`config.mk`:
```
export PLATFORM = sky130hd
export DESIGN_NAME = rs_chien_search
export DESIGN_NICKNAME = d
export VERILOG_FILES = /design/src/rtl/rs_gf_pkg.sv /design/src/rtl/rs_gf_cmul_alpha.sv /design/src/rtl/rs_chien_search.sv
export SDC_FILE = /design/constraint.sdc
export NUM_CORES = 1
export LEC_CHECK = 0
export BUFFER_PORTS_ARGS = -buffer_cell sky130_fd_sc_hd__buf_2
export CAP_MARGIN = 40
export CORE_ASPECT_RATIO = 2
export CORE_MARGIN = 2
export CORE_UTILIZATION = 53
export CTS_CLUSTER_SIZE = 40
export DETAILED_ROUTE_END_ITERATION = 10
export PLACE_DENSITY = 0.77
export SYNTH_ARGS = -nofsm -noshare
export SYNTH_HDL_FRONTEND = slang
export SYNTH_SLANG_ARGS = --single-unit
export TNS_END_PERCENT = 1
```
`constraint.sdc`:
```
create_clock -name clk -period 1.86 [get_ports clk]
set_input_delay 0.186 -clock clk [delete_from_list [all_inputs] [get_ports clk]]
set_output_delay 0.186 -clock clk [all_outputs]
set_load 0.1 [all_outputs]
```
`src/rtl/rs_gf_pkg.sv`:
```
// rtl/rs_gf_pkg.sv - GF(256) field constants, Chien state encoding and alpha-power multiply helper
package rs_gf_pkg;

  localparam int SYM_W = 8;
  localparam logic [SYM_W-1:0] GF_PRIM = 8'h1D;
  localparam int RS_N = 255;
  localparam int RS_T = 8;

  typedef enum logic [1:0] {
    ST_IDLE = 2'd0,
    ST_EVAL = 2'd1,
    ST_DONE = 2'd2
  } chien_state_t;

  // sym * alpha^j: j successive xtime steps, each a left shift reduced by the primitive polynomial.
  // The loop has a fixed bound so a constant j unrolls into a pure XOR network.
  function automatic logic [SYM_W-1:0] gf_mul_alpha(input logic [SYM_W-1:0] sym, input int j);
    logic [SYM_W-1:0] acc;
    acc = sym;
    for (int i = 0; i < RS_T; i++) begin
      if (i < j) begin
        acc = {acc[SYM_W-2:0], 1'b0} ^ (acc[SYM_W-1] ? GF_PRIM : {SYM_W{1'b0}});
      end
    end
    return acc;
  endfunction

endpackage

```
`src/rtl/rs_gf_cmul_alpha.sv`:
```
// rtl/rs_gf_cmul_alpha.sv - combinational GF(256) multiply by the constant alpha^J
module rs_gf_cmul_alpha
  import rs_gf_pkg::*;
#(
  parameter int J = 1
) (
  input  logic [SYM_W-1:0] sym_in,
  output logic [SYM_W-1:0] sym_out
);

  // Constant multiplier; collapses to a fixed XOR network for the given J.
  always_comb sym_out = gf_mul_alpha(sym_in, J);

endmodule

```
`src/rtl/rs_chien_search.sv`:
```
// rtl/rs_chien_search.sv - Chien search over alpha^1..alpha^255 with fixed 256-clock latency
module rs_chien_search
  import rs_gf_pkg::*;
(
  input  logic             clk,
  input  logic             reset,
  input  logic             L_ready,
  input  logic [SYM_W-1:0] L1,
  input  logic [SYM_W-1:0] L2,
  input  logic [SYM_W-1:0] L3,
  input  logic [SYM_W-1:0] L4,
  input  logic [SYM_W-1:0] L5,
  input  logic [SYM_W-1:0] L6,
  input  logic [SYM_W-1:0] L7,
  input  logic [SYM_W-1:0] L8,
  output logic             loc_valid,
  output logic [SYM_W-1:0] loc_pos,
  output logic             done,
  output logic [3:0]       err_cnt,
  output logic [3:0]       lambda_deg,
  output logic             fail
);

  chien_state_t state, state_nxt;

  logic [SYM_W-1:0] l_vec   [RS_T];
  logic [SYM_W-1:0] g_q     [RS_T];
  logic [SYM_W-1:0] g_nxt   [RS_T];
  logic [SYM_W-1:0] mul_in  [RS_T];
  logic [SYM_W-1:0] mul_out [RS_T];

  logic [7:0]       k_q, k_nxt;
  logic [SYM_W-1:0] sum;
  logic [3:0]       deg_calc;
  logic             loc_valid_nxt, done_nxt, fail_nxt;
  logic [SYM_W-1:0] loc_pos_nxt;
  logic [3:0]       err_nxt, deg_nxt;

  assign l_vec[0] = L1;
  assign l_vec[1] = L2;
  assign l_vec[2] = L3;
  assign l_vec[3] = L4;
  assign l_vec[4] = L5;
  assign l_vec[5] = L6;
  assign l_vec[6] = L7;
  assign l_vec[7] = L8;

  // One multiplier bank serves both paths: premultiply L_j at load, step G_j during the search.
  always_comb begin
    for (int j = 0; j < RS_T; j++) begin
      mul_in[j] = (state == ST_IDLE) ? l_vec[j] : g_q[j];
    end
  end

  for (genvar j = 0; j < RS_T; j++) begin : g_cmul
    rs_gf_cmul_alpha #(.J(j + 1)) u_cmul (
      .sym_in  (mul_in[j]),
      .sym_out (mul_out[j])
    );
  end

  // Lambda(alpha^k) for the current k: implicit constant term plus all G_j terms.
  always_comb begin
    sum = 8'h01;
    for (int j = 0; j < RS_T; j++) begin
      sum = sum ^ g_q[j];
    end
  end

  // Degree of the incoming locator: highest nonzero coefficient index.
  always_comb begin
    deg_calc = 4'd0;
    for (int j = 0; j < RS_T; j++) begin
      if (l_vec[j] != '0) deg_calc = 4'(j + 1);
    end
  end

  // Next-state and next-output decode; L_ready outside IDLE falls through untouched.
  always_comb begin
    state_nxt     = state;
    g_nxt         = g_q;
    k_nxt         = k_q;
    loc_valid_nxt = 1'b0;
    loc_pos_nxt   = loc_pos;
    done_nxt      = 1'b0;
    err_nxt       = err_cnt;
    deg_nxt       = lambda_deg;
    fail_nxt      = fail;
    unique case (state)
      ST_IDLE: begin
        if (L_ready) begin
          g_nxt     = mul_out;
          k_nxt     = 8'd1;
          err_nxt   = 4'd0;
          deg_nxt   = deg_calc;
          state_nxt = ST_EVAL;
        end
      end
      ST_EVAL: begin
        if (sum == '0) begin
          loc_valid_nxt = 1'b1;
          loc_pos_nxt   = 8'(RS_N) - k_q;
          err_nxt       = err_cnt + 4'd1;
        end
        g_nxt = mul_out;
        k_nxt = k_q + 8'd1;
        if (k_q == 8'(RS_N)) state_nxt = ST_DONE;
      end
      ST_DONE: begin
        done_nxt  = 1'b1;
        fail_nxt  = (err_cnt != lambda_deg);
        state_nxt = ST_IDLE;
      end
      default: state_nxt = ST_IDLE;
    endcase
  end

  // State register; reset abandons any search in flight.
  always_ff @(posedge clk or negedge reset) begin
    if (!reset) state <= ST_IDLE;
    else        state <= state_nxt;
  end

  // Datapath and output registers.
  always_ff @(posedge clk or negedge reset) begin
    if (!reset) begin
      for (int j = 0; j < RS_T; j++) g_q[j] <= '0;
      k_q        <= '0;
      loc_valid  <= 1'b0;
      loc_pos    <= '0;
      done       <= 1'b0;
      err_cnt    <= '0;
      lambda_deg <= '0;
      fail       <= 1'b0;
    end else begin
      for (int j = 0; j < RS_T; j++) g_q[j] <= g_nxt[j];
      k_q        <= k_nxt;
      loc_valid  <= loc_valid_nxt;
      loc_pos    <= loc_pos_nxt;
      done       <= done_nxt;
      err_cnt    <= err_nxt;
      lambda_deg <= deg_nxt;
      fail       <= fail_nxt;
    end
  end

endmodule

```
==> impl_metrics.toml, run 1 <==
[grt]
grt_pass1_vias = 5458
grt_max_degree = 43
grt_first_pass_wirelength_um = 27400
antenna_found_initial = 0
track_usage_pct = 28.5
gr-total-overflow = 0

[worst_setup_path]
crit_path_max_incr_delay_ns = 0.42
cp_top_family = "multiplexers"
worstSetupEndpointType = "flop"
path_cells = "nor2_4, buf_12, mux2i_4, xor2_2, mux2_4, a22oi_2, o21ai_1"
critPathSlowestCell = "dfrtp_1"
setup.worst_path.class = "flop to flop"
worstPathRequired_ns = 2.08
worst-path-buf-inv = 1
worstPathArrival_ns = 2.21
startpoint_type = "flop"
critPathMaxFanout = 6

[cts]
h-tree-depth = 3
cts_tree = "built"
insertion_delay_ns = 0.35
cts_root_buf = "clkbuf_16"
numCtsBuffers = 9
cts_num_sinks = 93
clockBufferDepth = 2
clk_pin_slew_ns = 0.07

[die]
core_area_um2 = 11700
num_rows = 56
die_w_um = 81.3
num_io_pins = 86
start_util_pct = 54.1
die_h_um = 159
die_area_um2 = 12900

[drt]
drt_iter0_drc = 234
postRouteAntennaNets = 0
num_vias = 5393
vias_per_cell = 5.53
dr.pass1.iters = 5
remaining_drc_errors = 0
drt_wl_total_um = 17600
wire_per_inst_um = 18.1

[logic_synthesis]
synth-seq-area-share_pct = 36.8
synth-simple-area-share_pct = 13.0
synthAdderAreaFrac_pct = 0.395
synth-xor-area-share_pct = 26.1
synth_compound_area_share_pct = 10.2
ys.warnings.count = 0
synth.avg_cell_area_um2 = 9.08
synth_top_family_by_area = "XOR/XNOR gates"
synth_fp_nets = 766
synthesis.instances = 697
muxShareOfSynthArea_pct = 9.12
synth_cell_types = 42
netlist_area_um2 = 6330
ys_ff_latch = 93

[timing]
skew_ns = 0.00743
slew-limit-headroom_pct = 57.7
drv_slew = 0
setup_tns_ns = -1.10
rsz0062_at_grt = "yes"
fin_ws_ns = -0.134
fin_crit_sh_pct = 107
final_hold_viol_count = 0
fmax_ghz = 0.501
timing.hold.ws_ns = 0.135
fin_crit_ns = 1.99
setup_violations = 24
tightest_slew_ns = 0.629

[outcome]
status = "finished, violations left"
violations = "setup timing"

[cells_and_area]
fin_cells = 975
antenna_cells = 0
num-nets-final = 894
n_fill_cell = 874
final_util_pct = 68.1
area_growth_pct = 25.9
multi_input_area_um2 = 3940
layout-drive-gt1-share_pct = 26.3
seqCellArea_um2 = 2330

[pwr]
ir_worst_vdd_mv = 1.34
power_mw = 18.8
leakagePower_nw = 3.39
power_density_nw_per_um2 = 2360

[hold_path]
worst_hold_path_type = "primary input to flop"

[place]
gp_congestion = 0.908
detailed_place_hpwl_um = 13100
portBuffers = 85
place_inst = 952

[job]
max_cap_violations = 0
report_power, final:
| part | internal, mW | switching [mW] | leakage (nW) |
|---|---|---|---|
| Clock | 0.946 | 0.797 | 0.136 |
| Combinational | 6.26 | 6.70 | 2.13 |
| Sequential | 3.08 | 1.01 | 1.12 |
repair_timing:
action,in CTS,in global routing
hold buffers,1,0
resized for setup,22,17
pin swaps,5,5
hold endpoints to repair,40,0
setup endpoints to repair,29,38
gates cloned,2,0
setup buffers,2,2
through the flow:
step / area [µm²] / setup WS (ns)
final: 7960 / -0.134
after global placement: 7360 / -0.0697
after floorplan: 6350 / -0.0820
after global routing: 7960 / -0.202
after CTS: 7860 / -0.0958
after detailed placement: 7360 / -0.112
final timing paths:
| check | start | cells past startpoint | endpoint | slack, ns |
|---|---|---|---|---|
| worst min-delay path | L1[4] | 3 | g_q[61] | 0.13 |
| worst min register to register | loc_pos[6] | 2 | loc_pos[6] | 0.52 |
| min in group asynchronous | reset | 2 | loc_pos[4] | 0.40 |
| worst max-delay path | state[1] | 7 | g_q[27] | -0.13 |
| max in group asynchronous | reset | 3 | g_q[10] | 0.86 |
| worst max register to register | state[1] | 7 | g_q[27] | -0.13 |
cells in the final DEF (no fill, tap or decap), types with 13 or more instances in the layout:
cell type and instances:
mux2i_1 46, buf_4 67, nor4_1 13, xor2_1 59
nor2_1 46, dfrtp_1 92, buf_2 84, a21oi_1 26
nand2_1 83, xnor2_1 117, o21ai_1 71
sequential cells by signal, summed over array words and instances (netlist names):
signal / count
g_q: 64
k_q: 8
loc_pos: 8
err_cnt: 4
lambda_deg: 4
state: 2
done: 1
fail: 1
loc_valid: 1
cells in the mapped netlist, drive strengths merged:
| cell type | n | share of area (%) |
|---|---|---|
| a22oi | 2 | 0.24 |
| ha | 2 | 0.40 |
| or4 | 4 | 0.47 |
| nor3b | 1 | 0.12 |
| clkbuf | 23 | 1.4 |
| nor4 | 14 | 1.6 |
| a21o | 1 | 0.12 |
| buf | 25 | 2.4 |
| mux2i | 55 | 8.8 |
| nor3 | 2 | 0.24 |
| nand2 | 83 | 4.9 |
| nand4 | 5 | 0.49 |
| nor2b | 2 | 0.20 |
| and3 | 6 | 0.59 |
| or2 | 3 | 0.30 |
| inv | 9 | 0.53 |
| a32oi | 2 | 0.28 |
| o21ai | 77 | 6.1 |
| nand2b | 5 | 0.49 |
| nand3 | 3 | 0.32 |
| xnor2 | 127 | 18 |
| a21oi | 34 | 2.9 |
| nor2 | 47 | 2.9 |
| nor4b | 1 | 0.14 |
| mux2 | 2 | 0.36 |
| o22ai | 2 | 0.20 |
| a31oi | 2 | 0.20 |
| a22o | 1 | 0.14 |
| dfrtp | 93 | 37 |
| o21a | 1 | 0.12 |
| and2 | 2 | 0.20 |
| xor2 | 61 | 8.4 |
final cells by class:
class	count	area share, %
Clock inverter	5	0.440
Sequential cell	93	29.2
Clock buffer	11	3.05
Multi-Input combinational cell	547	49.5
Inverter	9	0.424
Tap cell	145	2.28
Timing Repair Buffer	165	15.1
kinds of logic (layout without fill, tap and decap cells):
| kind of cell | after synthesis | after routing |
|---|---|---|
| buf+inv | 57 | 190 |
| compound gates | 122 | 122 |
| fa+ha+maj | 2 | 2 |
| mux | 57 | 57 |
| flops | 93 | 93 |
| xor+xnor | 188 | 188 |
| simple gates | 178 | 178 |
metal layers:
layer	up-vias	wire length [µm]	track usage, %
met5	-	0	0
met4	0	1030	17.4
met3	60	627	4.02
met2	172	9960	53.6
met1	2581	5990	28.3
li1	2580	-	-
worst register-to-register path, stage by stage (launching register included):
cell and delay [ns]:
dfrtp_1 0.42, nor2_4 0.17, buf_12 0.17, mux2i_4 0.29
xor2_2 0.23, mux2_4 0.33, a22oi_2 0.15, o21ai_1 0.12
Note: power is estimated with default switching activity, not from simulation.
==> run 2, diff against run 1 <==
- REMOVE_ABC_BUFFERS: not set -> 1
- SLEW_MARGIN: not set -> 0
==> run 2 against run 1 <==
  * The flow still finishes with violations (setup timing)
  * Combinational power up 5%
  * Clock skew up 0.0018 ns
  * Flip-flop and latch count unchanged
  * Setup slack worse by 0.0084 ns
  * Maximum frequency down 0.42%
  * Die area unchanged
  * Non-clock buffer count up 18
==> impl_metrics.toml, run 2 (synthesized netlist as in run 1, its figures left out) <==
[drt]
vias_per_cell = 5.68
drt_wl_total_um = 18500
num_vias = 5641
remaining_drc_errors = 0
dr.pass1.iters = 5
drt_iter0_drc = 381
postRouteAntennaNets = 0
wire_per_inst_um = 18.6

[pwr]
leakagePower_nw = 3.48
switching_power_mw = 8.94
p_clk_share_pct = 9.2
pwr-share-seq_pct = 20.9
p_int_mw = 10.7
p_comb_share_pct = 69.9
power_density_nw_per_um2 = 2430
swShare_pct = 45.5
ir_worst_vdd_mv = 1.49
power_mw = 19.6

[timing]
tightest_slew_ns = 0.589
drv_slew = 0
timing.hold.ws_ns = 0.126
rsz0062_at_grt = "yes"
setup_tns_ns = -0.868
fin_ws_ns = -0.142
fin_crit_sh_pct = 108
final_hold_viol_count = 0
fin_crit_ns = 2.00
slew-limit-headroom_pct = 60.8
skew_ns = 0.00926
fmax_ghz = 0.499
setup_violations = 16

[die]
start_util_pct = 54.1
die_w_um = 81.3
num_io_pins = 86
core_area_um2 = 11700
die_area_um2 = 12900
die_h_um = 159
num_rows = 56

[worst_setup_path]
critPathSlowestCell = "dfrtp_1"
worstPathArrival_ns = 2.23
worstSetupEndpointType = "flop"
path_cells = "buf_6, xor2_2, mux2i_4, xor2_2, buf_4, or2_1, a32oi_1, o21ai_1"
cp_top_family = "XOR/XNOR gates"
worstPathRequired_ns = 2.09
worst-path-buf-inv = 2
crit_path_max_incr_delay_ns = 0.42
startpoint_type = "flop"
critPathMostFrequentCell = "xor2_2"
setup.worst_path.class = "flop to flop"
critPathMaxFanout = 5

[cells_and_area]
fin_cells = 994
reg.largest.list = "g_q: 64 flops, k_q: 8 flops, loc_pos: 8 flops"
num-nets-final = 913
largest_reg_flops = 64
area_growth_pct = 27.8
mostFrequentLayoutCell = "xnor2_1"
layout_common_cells = "115 x xnor2_1, 92 x dfrtp_1, 84 x buf_2, 84 x buf_4, 83 x nand2_1"
multi_input_area_um2 = 3960
layout-drive-gt1-share_pct = 28.7
n_fill_cell = 836
antenna_cells = 0
seqCellArea_um2 = 2330
top_register = "g_q"

[cts]
clockBufferDepth = 2
insertion_delay_ns = 0.35
cts_root_buf = "clkbuf_16"
h-tree-depth = 3
clk_pin_slew_ns = 0.07
cts_tree = "built"
numCtsBuffers = 9
cts_num_sinks = 93

[place]
dp_slack_ns = -0.148
portBuffers = 85
place_inst = 965
detailed_place_hpwl_um = 13300
gp_congestion = 0.942

[grt]
grt_pass1_vias = 5748
track_usage_pct = 28.7
grt_max_degree = 40
grt_first_pass_wirelength_um = 27700
antenna_found_initial = 0
gr-total-overflow = 0

[hold_path]
worst_hold_path_type = "primary input to flop"

[outcome]
violations = "setup timing"
status = "finished, violations left"

[job]
max_cap_violations = 0
run 2: changes by cell type in the layout (fill, tap and decap cells not counted), moves of 3 or more:
| cell | change |
|---|---|
| nor2_2 | +3 |
| xor2_1 | -3 |
| nor2_1 | -3 |
| a21oi_1 | +4 |
| buf_4 | +17 |
| buf_6 | +3 |
| mux2i_2 | +3 |
| xor2_2 | +4 |
| a21oi_2 | -4 |
run 2: power by group through the flow:
| stage | logic (mW) | clock network, mW | registers [mW] |
|---|---|---|---|
| 2_1_floorplan | 7.82 | 0 | 4.77 |
| 3_3_place_gp | 12.1 | 0 | 3.97 |
| 3_5_place_dp | 12.4 | 0 | 4.04 |
| 4_1_cts | 12.7 | 1.82 | 4.03 |
| 5_1_grt | 14.7 | 1.93 | 4.20 |
| 6_report | 13.7 | 1.81 | 4.10 |
run 2: area by class of cell:
type / instances / area share, %
Clock inverter: 7 / 0.867
Inverter: 9 / 0.418
Sequential cell: 93 / 28.8
Clock buffer: 9 / 2.79
Multi-Input combinational cell: 548 / 48.9
Timing Repair Buffer: 183 / 15.9
Tap cell: 145 / 2.24
run 2: path summary, 6_finish.rpt:
kind / end / startpoint / cells past startpoint / slack, ns
min in group asynchronous: g_q[28] / reset / 2 / 0.38
max in group asynchronous: err_cnt[2] / reset / 3 / 0.85
hold / removal: g_q[55] / L2[5] / 3 / 0.13
setup reg to reg: g_q[20] / g_q[23] / 8 / -0.14
hold reg to reg: loc_pos[1] / k_q[1] / 1 / 0.52
setup / recovery: g_q[20] / g_q[23] / 8 / -0.14
run 2: repair_timing:
item | in CTS | in global routing
resized for setup | 9 | 38
gates cloned | 0 | 2
endpoints found under the setup margin | 25 | 39
setup buffers | 7 | 4
pin swaps | 4 | 14
hold buffers | 1 | 0
endpoints found under the hold margin | 36 | 0
run 2: worst min-delay path, stage by stage:
cell,delay [ns]
buf_2,0.09
mux2i_1,0.06
o21ai_1,0.10
run 2: per-layer routing:
layer / up-vias / part of all wire, % / track usage [%]
li1: 2619 / - / -
met1: 2700 / 33 / 28.1
met2: 239 / 56 / 53.3
met3: 83 / 3.8 / 4.54
met4: 0 / 6.9 / 18.5
met5: - / 0 / 0
run 2: through the flow:
step / cell area [µm²] / utilization, %
finish: 8090 / 69.1
global route: 8090 / 69.1
floorplan: 6090 / -
CTS: 7840 / 67.0
detailed placement: 7430 / 63.5
global placement: 7430 / 63.5
